File: config.mk
export PLATFORM = sky130hd
export DESIGN_NAME = difftest_trap_gen
export DESIGN_NICKNAME = d
export VERILOG_FILES = /design/src/rtl/difftest_trap_gen.sv
export SDC_FILE = /design/constraint.sdc
export NUM_CORES = 2
export LEC_CHECK = 0
export CAP_MARGIN = 20
export CORE_AREA = 2 2 377 379
export DETAILED_ROUTE_END_ITERATION = 12
export DIE_AREA = 0 0 379 381
export PLACE_DENSITY = 0.5
export SYNTH_ARGS = -nofsm -noshare
export SYNTH_HDL_FRONTEND = slang
export SYNTH_SLANG_ARGS = --single-unit
File: constraint.sdc
create_clock -name clock -period 17.2 [get_ports clock]
set_clock_uncertainty 0.05 [all_clocks]
set_input_delay 3.44 -clock clock [delete_from_list [all_inputs] [get_ports clock]]
set_output_delay 3.44 -clock clock [all_outputs]
set_load 0.03 [all_outputs]
File: src/rtl/difftest_trap_gen.sv
// rtl/difftest_trap_gen.sv - difftest trap-event producer: commit counters, trap-instruction detect, watchdogs
//
// Ports:
//   clock, reset          core clock, asynchronous active-high reset
//   commit_valid          per-port commit valid (COMMIT_WIDTH)
//   commit_instr          per-port instruction, port i at [32i+31:32i]
//   commit_pc             per-port PC, port i at [64i+63:64i]
//   commit_nfused         per-port count of extra fused instructions
//   a0_value              architectural x10, valid alongside the commit
//   wfi_active            core is sleeping in WFI
//   max_instr             instruction limit, 0 disables
//   coreid                static core id
//   io_enable             sink enable, high from the first edge after reset
//   io_hasTrap            one-cycle trap pulse
//   io_cycleCnt           cycles counted while running
//   io_instrCnt           instructions retired
//   io_hasWFI             wfi_active delayed by one cycle
//   io_code               trap code (0/1 trap instr, 2 stall, 3 limit)
//   io_pc                 trap PC
//   io_coreid             pass-through of coreid

module difftest_trap_gen #(
  parameter int unsigned COMMIT_WIDTH = 6,
  parameter logic [31:0] TRAP_INSTR   = 32'h0000006b,
  parameter int unsigned STALL_LIMIT  = 5000
) (
  input  logic                      clock,
  input  logic                      reset,
  input  logic [COMMIT_WIDTH-1:0]   commit_valid,
  input  logic [32*COMMIT_WIDTH-1:0] commit_instr,
  input  logic [64*COMMIT_WIDTH-1:0] commit_pc,
  input  logic [8*COMMIT_WIDTH-1:0] commit_nfused,
  input  logic [63:0]               a0_value,
  input  logic                      wfi_active,
  input  logic [63:0]               max_instr,
  input  logic [7:0]                coreid,
  output logic                      io_enable,
  output logic                      io_hasTrap,
  output logic [63:0]               io_cycleCnt,
  output logic [63:0]               io_instrCnt,
  output logic                      io_hasWFI,
  output logic [2:0]                io_code,
  output logic [63:0]               io_pc,
  output logic [7:0]                io_coreid
);

  localparam logic [1:0] ST_RUN  = 2'd0;
  localparam logic [1:0] ST_TRAP = 2'd1;
  localparam logic [1:0] ST_HALT = 2'd2;

  localparam logic [31:0] STALL_LIM = 32'(STALL_LIMIT);
  localparam bit          STALL_EN  = (STALL_LIMIT != 0);

  localparam logic [2:0] CODE_GOOD  = 3'd0;
  localparam logic [2:0] CODE_BAD   = 3'd1;
  localparam logic [2:0] CODE_STALL = 3'd2;
  localparam logic [2:0] CODE_LIMIT = 3'd3;

  logic [1:0]  state;
  logic        enable_q;
  logic        has_trap_q;
  logic [63:0] cycle_cnt;
  logic [63:0] instr_cnt;
  logic        has_wfi_q;
  logic [2:0]  code_q;
  logic [63:0] pc_q;
  logic [31:0] stall_cnt;
  logic [63:0] last_pc;

  // Commit-port scan results
  logic        trap_hit;
  logic [63:0] trap_pc;
  logic [63:0] instr_add;
  logic        any_counted;
  logic [63:0] last_pc_next;
  logic        blocked;

  logic        any_valid;
  logic [63:0] instr_next;
  logic [31:0] stall_inc;
  logic [31:0] stall_next;
  logic        limit_hit;
  logic        stall_hit;

  // Ports are scanned low to high. The first valid trap instruction is
  // itself counted, then blocks every higher port in the same cycle.
  always_comb begin
    trap_hit     = 1'b0;
    trap_pc      = '0;
    instr_add    = '0;
    any_counted  = 1'b0;
    last_pc_next = last_pc;
    blocked      = 1'b0;
    for (int i = 0; i < COMMIT_WIDTH; i++) begin
      if (commit_valid[i] && !blocked) begin
        instr_add    = instr_add + 64'd1 + {56'd0, commit_nfused[8*i +: 8]};
        last_pc_next = commit_pc[64*i +: 64];
        any_counted  = 1'b1;
        if (commit_instr[32*i +: 32] == TRAP_INSTR) begin
          blocked  = 1'b1;
          trap_hit = 1'b1;
          trap_pc  = commit_pc[64*i +: 64];
        end
      end
    end
  end

  assign any_valid  = |commit_valid;
  assign instr_next = instr_cnt + instr_add;
  assign stall_inc  = stall_cnt + 32'd1;

  // WFI freezes the stall counter rather than clearing it.
  always_comb begin
    stall_next = stall_inc;
    if (any_valid) begin
      stall_next = '0;
    end else if (wfi_active) begin
      stall_next = stall_cnt;
    end
  end

  assign limit_hit = (max_instr != 64'd0) && (instr_next >= max_instr);
  assign stall_hit = STALL_EN && !any_valid && !wfi_active && (stall_inc == STALL_LIM);

  always_ff @(posedge clock or posedge reset) begin
    if (reset) begin
      state      <= ST_RUN;
      enable_q   <= 1'b0;
      has_trap_q <= 1'b0;
      cycle_cnt  <= '0;
      instr_cnt  <= '0;
      has_wfi_q  <= 1'b0;
      code_q     <= '0;
      pc_q       <= '0;
      stall_cnt  <= '0;
      last_pc    <= '0;
    end else begin
      enable_q  <= 1'b1;
      has_wfi_q <= wfi_active;
      case (state)
        ST_RUN: begin
          cycle_cnt <= cycle_cnt + 64'd1;
          instr_cnt <= instr_next;
          stall_cnt <= stall_next;
          if (any_counted) begin
            last_pc <= last_pc_next;
          end
          if (trap_hit) begin
            state      <= ST_TRAP;
            has_trap_q <= 1'b1;
            code_q     <= (a0_value == 64'd0) ? CODE_GOOD : CODE_BAD;
            pc_q       <= trap_pc;
          end else if (limit_hit) begin
            state      <= ST_TRAP;
            has_trap_q <= 1'b1;
            code_q     <= CODE_LIMIT;
            pc_q       <= last_pc_next;
          end else if (stall_hit) begin
            state      <= ST_TRAP;
            has_trap_q <= 1'b1;
            code_q     <= CODE_STALL;
            pc_q       <= last_pc;
          end else begin
            has_trap_q <= 1'b0;
          end
        end
        ST_TRAP: begin
          state      <= ST_HALT;
          has_trap_q <= 1'b0;
        end
        default: begin
          // HALT, and any unused encoding, parks until reset
          state      <= ST_HALT;
          has_trap_q <= 1'b0;
        end
      endcase
    end
  end

  assign io_enable   = enable_q;
  assign io_hasTrap  = has_trap_q;
  assign io_cycleCnt = cycle_cnt;
  assign io_instrCnt = instr_cnt;
  assign io_hasWFI   = has_wfi_q;
  assign io_code     = code_q;
  assign io_pc       = pc_q;
  assign io_coreid   = coreid;

endmodule

# Word level (Yosys, flattened, before mapping)
# Index checks and enable logic that the tools add are counted.
dict set report op_classes {
  n_lt_le_gt_ge 1
  n_reduce_logical 23
  n_mux 59
  eq_ne 9
  add_sub_neg 14
}
# operator count
set ops {}
lappend ops {{2-to-1 mux 64 bit} 26}
lappend ops {{adder 64 x 1 -> 64 bit (second input constant)} 6}
lappend ops {{adder 64 x 8 -> 64 bit} 5}
lappend ops {{== test 32 x 7 -> 1 bit (second input constant)} 6}
lappend ops {{adder 64 bit} 1}
lappend ops {{greater-or-equal comparator 64 bit} 1}
lappend ops {{logical NOT 64 bit} 1}
lappend ops {{2-to-1 mux 32 bit} 2}
lappend ops {{nonzero test 64 bit} 1}
lappend ops {{adder 32 x 1 -> 32 bit (second input constant)} 1}
lappend ops {{== test 32 x 13 -> 1 bit (second input constant)} 1}
lappend ops {{2-to-1 mux 1 bit} 23}
lappend ops {{adder 1 x 8 -> 9 bit (first input constant)} 1}
lappend ops {{2-to-1 mux 3 bit} 3}
lappend ops {{2-to-1 mux 9 bit} 1}
lappend ops {{logical AND 1 bit} 8}
lappend ops {{2-to-1 mux 2 bit} 4}
lappend ops {{logical NOT 1 bit} 7}
lappend ops {{AND reduction 2 bit} 3}
lappend ops {{OR reduction 6 bit} 1}
lappend ops {{inequality test 4 bit (second input constant)} 1}
lappend ops {{nonzero test 3 bit} 1}
lappend ops {{logical NOT 2 bit} 1}
lappend ops {{inequality test 2 x 1 -> 1 bit (second input constant)} 1}
dict set report word_totals {
  word_cells 116
  ff_bits 296
}

# Logic depth before layout (Yosys ltp)
dict set report logic_depth {
  ltp_word 24
  mapped_depth 59
}

# Worst setup path after synthesis
# No wires, ideal clock.
dict set report synth_path {
  kind {in2reg}
  start {input port commit_valid[0]}
  end {register pc_q[14], in the netlist io_pc[14]}
  setup_slack_ns 3.131
  arrival_ns 13.939
  required_ns 17.070
  path_buffers 3
  setup_time_ns 0.080
  path_stages 50
  path_cell_list {buf_2 -> and4bb_1 -> nand4_1 -> o41ai_4 -> buf_2 -> mux2_2 -> ha_1 -> inv_1 -> fa_1 -> mux2_2 -> ha_1 -> nor2b_1 -> o21ai_0 -> nor2b_1 -> xnor2_1 -> mux2_2 -> ha_1 -> a21boi_0 -> [14 not listed] -> o31a_1 -> o21ai_0 -> nand3_1 -> nor3_1 -> xor2_1 -> ha_1 -> a21o_1 -> a21o_1 -> a21o_1 -> a21o_1 -> a2111oi_0 -> a31oi_1 -> or3_1 -> o21a_1 -> nor2_1 -> clkbuf_1 -> a211oi_1 -> a2bb2oi_1}
}
dict set report synth_via {
  elab_chain_len 21
  word_cells_on_any_way 65
}
# element line
set synth_rtl {}
lappend synth_rtl {{from (decl)} 29} ;# input logic [COMMIT_WIDTH-1:0] commit_valid,
lappend synth_rtl {{2-to-1 mux 9 bit / 2-to-1 mux 1 bit (equally long branches)} 95} ;# if (commit_valid[i] && !blocked) begin
lappend synth_rtl {{adder 64 x 1 -> 64 bit / logical NOT 1 bit (equally long branches)} {96, 95}}
lappend synth_rtl {{adder 64 x 8 -> 64 bit / logical AND 1 bit (equally long branches)} {96, 95}}
lappend synth_rtl {{2-to-1 mux 64 bit / 2-to-1 mux 1 bit (equally long branches)} 95}
lappend synth_rtl {{adder 64 x 1 -> 64 bit / logical NOT 1 bit (equally long branches)} {96, 95}}
lappend synth_rtl {{adder 64 x 8 -> 64 bit / logical AND 1 bit (equally long branches)} {96, 95}}
lappend synth_rtl {{2-to-1 mux 64 bit / 2-to-1 mux 1 bit (equally long branches)} 95}
lappend synth_rtl {{adder 64 x 1 -> 64 bit / logical NOT 1 bit (equally long branches)} {96, 95}}
lappend synth_rtl {{[6 not listed]} -}
lappend synth_rtl {{adder 64 x 8 -> 64 bit / logical AND 1 bit (equally long branches)} {96, 95}}
lappend synth_rtl {{2-to-1 mux 64 bit (*)} 95}
lappend synth_rtl {{adder 64 bit (*)} 109} ;# assign instr_next = instr_cnt + instr_add;
lappend synth_rtl {{via instr_next[57]} 79} ;# logic [63:0] instr_next;
lappend synth_rtl {{greater-or-equal comparator 64 bit (*)} 122} ;# assign limit_hit = (max_instr != 64'd0) && (instr_next >= max_instr);
lappend synth_rtl {{logical AND 1 bit (*)} 122}
lappend synth_rtl {{nonzero test 3 bit (no line) / 2-to-1 mux 64 bit (equally long branches)} -}
lappend synth_rtl {{AND reduction 2 bit (no line) / 2-to-1 mux 64 bit (equally long branches)} -}
lappend synth_rtl {{to (signal assigned)} 152} ;# pc_q <= trap_pc;
lappend synth_rtl {{to (signal assigned)} 157} ;# pc_q <= last_pc_next;
lappend synth_rtl {{to (signal assigned)} 162} ;# pc_q <= last_pc;
lappend synth_rtl {{to (decl)} 66} ;# logic [63:0] pc_q;
# Mark *: on every way through the listed nets, which the timed path passes. The rest lies on a longest branch.
# A chain may end at the register's enable or synchronous reset.

# Worst setup path in the final report
dict set report layout_path {
  start {input port commit_instr[18]}
  end {register pc_q[10], in the netlist io_pc[10]}
}
dict set report layout_via {
  elab_chain_len 23
  word_cells_on_any_way 60
}
# element line
set layout_rtl {}
lappend layout_rtl {{from (decl)} 30} ;# input logic [32*COMMIT_WIDTH-1:0] commit_instr,
lappend layout_rtl {{== test 32 x 7 -> 1 bit (*)} 99} ;# if (commit_instr[32*i +: 32] == TRAP_INSTR) begin
lappend layout_rtl {{2-to-1 mux 1 bit (*)} 99}
lappend layout_rtl {{2-to-1 mux 1 bit (*)} 95}
lappend layout_rtl {{logical NOT 1 bit} 95}
lappend layout_rtl {{logical AND 1 bit} 95}
lappend layout_rtl {{2-to-1 mux 64 bit / 2-to-1 mux 1 bit (equally long branches)} 95}
lappend layout_rtl {{adder 64 x 1 -> 64 bit / logical NOT 1 bit (equally long branches)} {96, 95}}
lappend layout_rtl {{adder 64 x 8 -> 64 bit / logical AND 1 bit (equally long branches)} {96, 95}}
lappend layout_rtl {{[8 not listed]} -}
lappend layout_rtl {{adder 64 x 8 -> 64 bit / logical AND 1 bit (equally long branches)} {96, 95}}
lappend layout_rtl {{2-to-1 mux 64 bit (*)} 95}
lappend layout_rtl {{adder 64 bit (*)} 109}
lappend layout_rtl {{via instr_next[57]} 79}
lappend layout_rtl {{greater-or-equal comparator 64 bit (*)} 122}
lappend layout_rtl {{logical AND 1 bit (*)} 122}
lappend layout_rtl {{nonzero test 3 bit (no line) / 2-to-1 mux 64 bit (equally long branches)} -}
lappend layout_rtl {{AND reduction 2 bit (no line) / 2-to-1 mux 64 bit (equally long branches)} -}
# Marked as above.

==> impl_metrics.toml <==
[timing]
hold_viol_final = 0
holdWs_ns = 0.4210
fin_crit_sh_pct = 94.29
rsz0062_at_grt = "no"
finalCriticalPeriod_ns = 16.22
drv_slew = 0
worstMarginPinSlew_ns = 1.102
setup_violations = 0
fmax_mhz = 61.66
relSlewSlack_pct = 25.85
setup_tns_ns = 0

[clocking]
root_buffer = "clkbuf_16"
insertion_delay_ns = 0.62
cts_setup_buffers = 0
cts_tree = "done"
cts_buffer_depth = 3
cts_inserted_buffers = 42
cts_resized = 0
cts_sinks = 295
hold_buffers = 0
clkSlewWorstSetupHoldPaths_ns = 0.06
htreeDepth = 2

[layout]
layout-drive-gt1-share_pct = 5.327
finish.instance_area_um2 = 38600
area_delta_synth_final_pct = 51.20
layout.nets = 4921
fin_util_pct = 27.46

[setup_path]
setup.worst_path.class = "in2reg"
cpPeakStageDelay_ns = 0.94
worst_path_max_delay_cell = "a221oi_1"
worst-endpoint-required_ns = 17.59
critPathMostFrequentCell = "ha_1"
crit_arrival_ns = 16.60
cp_max_fo = 37
cp-end-kind = "register"
rrSetupSlack_ns = 9.47
critPathLaunchType = "primary input"

[die]
die_y_um = 381
core_um2 = 140600
fp-row-count = 138
start_util_pct = 18.16
fp.dieW_um = 379
die_area_um2 = 144400
io_pins = 975

[synthesis]
synth_common_cells = "nand2_1, dfrtp_1, o21ai_0, nor2_1"
synth_simple_gate_area_share_pct = 21.71
synth.avg_cell_area_um2 = 8.003
synthXorXnorAreaFrac_pct = 7.327
synth-adder-area-share_pct = 6.332
netlist_instances = 3190
synthMuxAreaShare_pct = 6.323
synth_edf_count = 0
ys.flop_type = "dfrtp_1"
async_flop_share_pct = 100.0
synth_area_leaders = "dfrtp_1, nand2_1, ha_1, mux2i_1, o21ai_0"
seq_area_frac_synth_pct = 28.92
netlist_area_um2 = 25530
synth_compound_area_share_pct = 24.14
synth_warnings = 0
synth_top_family_by_area = "compound AO/OA/AOI/OAI gates"
netlist.area_leader.share_pct = 28.92
ys_ff_latch = 295
yosysMostFrequentCell = "nand2_1"
yosys.area.top_type = "dfrtp_1"
synth.distinct_cells = 92

[place]
dp_hpwl_um = 112600
routabilityCongestion = 0.9186
place_area_um2 = 37180
io_buffer_count = 957

[outcome]
status = "finished, final reports clean"

[route]
wl_per_cell_um = 24.20
routed_wl_um = 144500
via_per_inst = 4.841
dr.first_iter.drc_count = 2264
drc = 0
num_vias = 28900
final_antenna_net_count = 0
first_pass_iters = 9

[pwr]
vdd.ir_drop.worst_uv = 56.28
p_per_area_nw_per_um2 = 74.29
p_leak_nw = 15.66

[global_routing]
grt_antenna_before_repair = 37
track_usage_pct = 19.15
grt_overflow = 0
grt_pass1_vias = 28830
grt_max_degree = 134
grt_pass1_wl_um = 205300

[worst_hold_path]
worst_hold_path_type = "reg2reg"

[flow_run]
drv_cap = 0
[through the flow]
step / setup slack (ns) / total power [W] / cells
finish: 0.9816 / 0.002867 / 5970
global route: 0.03951 / 0.003054 / 5963
CTS: 1.222 / 0.002899 / 5945
detailed placement: 0.6316 / 0.001982 / 5874
global placement: 0.7597 / 0.001972 / 5873
floorplan: 3.131 / 0.001496 / 3192
[worst paths after layout]
check,from,endpoint,cells past startpoint
max in group asynchronous,reset,io_instrCnt[45],4
hold / removal,io_cycleCnt[63],io_cycleCnt[63],1
setup / recovery,commit_instr[18],io_pc[10],51
min in group asynchronous,reset,io_cycleCnt[58],2
setup reg to reg,io_instrCnt[0],io_pc[10],27
hold reg to reg,io_cycleCnt[63],io_cycleCnt[63],1
[layout make-up]
class	instances	area, um2
tap	1890	2365
timing repair buffer	1008	10020
clock inverter	17	212.7
clock buffer	54	1146
antenna	25	62.56
fill	15240	102000
multi-input combinational	2562	16960
inverter	119	454.2
sequential	295	7382
[state kept, by name (all words and copies together), names as in the netlist, 2 cells and up]
register     flops
io_code          2
io_cycleCnt     64
io_instrCnt     64
io_pc           64
last_pc         64
stall_cnt       32
state            2
[critical path, delay by kind of cell]
family	cells	cell delay [ns]
buffers and inverters	6	1.57
XOR/XNOR	3	0.42
AND/OR/NAND/NOR	11	2.85
adder cells (fa/ha/maj)	7	2.00
multiplexers	3	1.04
AO/OA/AOI/OAI	21	5.29
[layout by cell type, fill, tap and decap left out, drive strengths merged, types with 11 or more instances in the layout]
cell type	count
and4	11
a31oi	17
mux2	23
nand2	454
a21o	35
nand3	112
nor3	66
a21boi	12
a221oi	28
o211ai	43
a31o	21
nor2	218
xor2	82
or2	14
xnor2	128
and3	29
mux2i	135
dfrtp	295
o31ai	63
a2bb2oi	19
clkinv	11
nor2b	16
nand2b	21
a222oi	65
a21oi	143
clkdlybuf4s50	956
ha	118
a211oi	98
and2	12
inv	119
nor4	74
o21ai	244
a22oi	73
clkbuf	54
buf	52
nand4	73
or3	13
diode	25
[kinds of logic (layout without fill, tap and decap cells)]
| logic type | count (synthesis) | after routing |
|---|---|---|
| AND/OR/NAND/NOR | 1157 | 1157 |
| AO/OA/AOI/OAI | 906 | 906 |
| buffers and inverters | 335 | 1198 |
| flip-flops | 295 | 295 |
| XOR/XNOR | 211 | 211 |
| multiplexers | 158 | 158 |
| adder cells (fa/ha/maj) | 126 | 126 |
| other | 2 | 29 |
[per-layer routing]
metal | wire [um] | global-route usage (%) | up-vias
met5 | 218 | 0 | -
met1 | 62320 | 24.70 | 13890
li1 | - | - | 13510
met2 | 65890 | 30.73 | 1225
met4 | 5452 | 7.407 | 32
met3 | 10580 | 4.424 | 240
[report_power, final]
part | internal [W] | total (W) | switching, W
Sequential | 0.000739 | 0.000795 | 0.0000559
Combinational | 0.000552 | 0.00118 | 0.000631
Clock | 0.000518 | 0.000890 | 0.000372
Note: power is estimated with default switching activity, not from simulation.
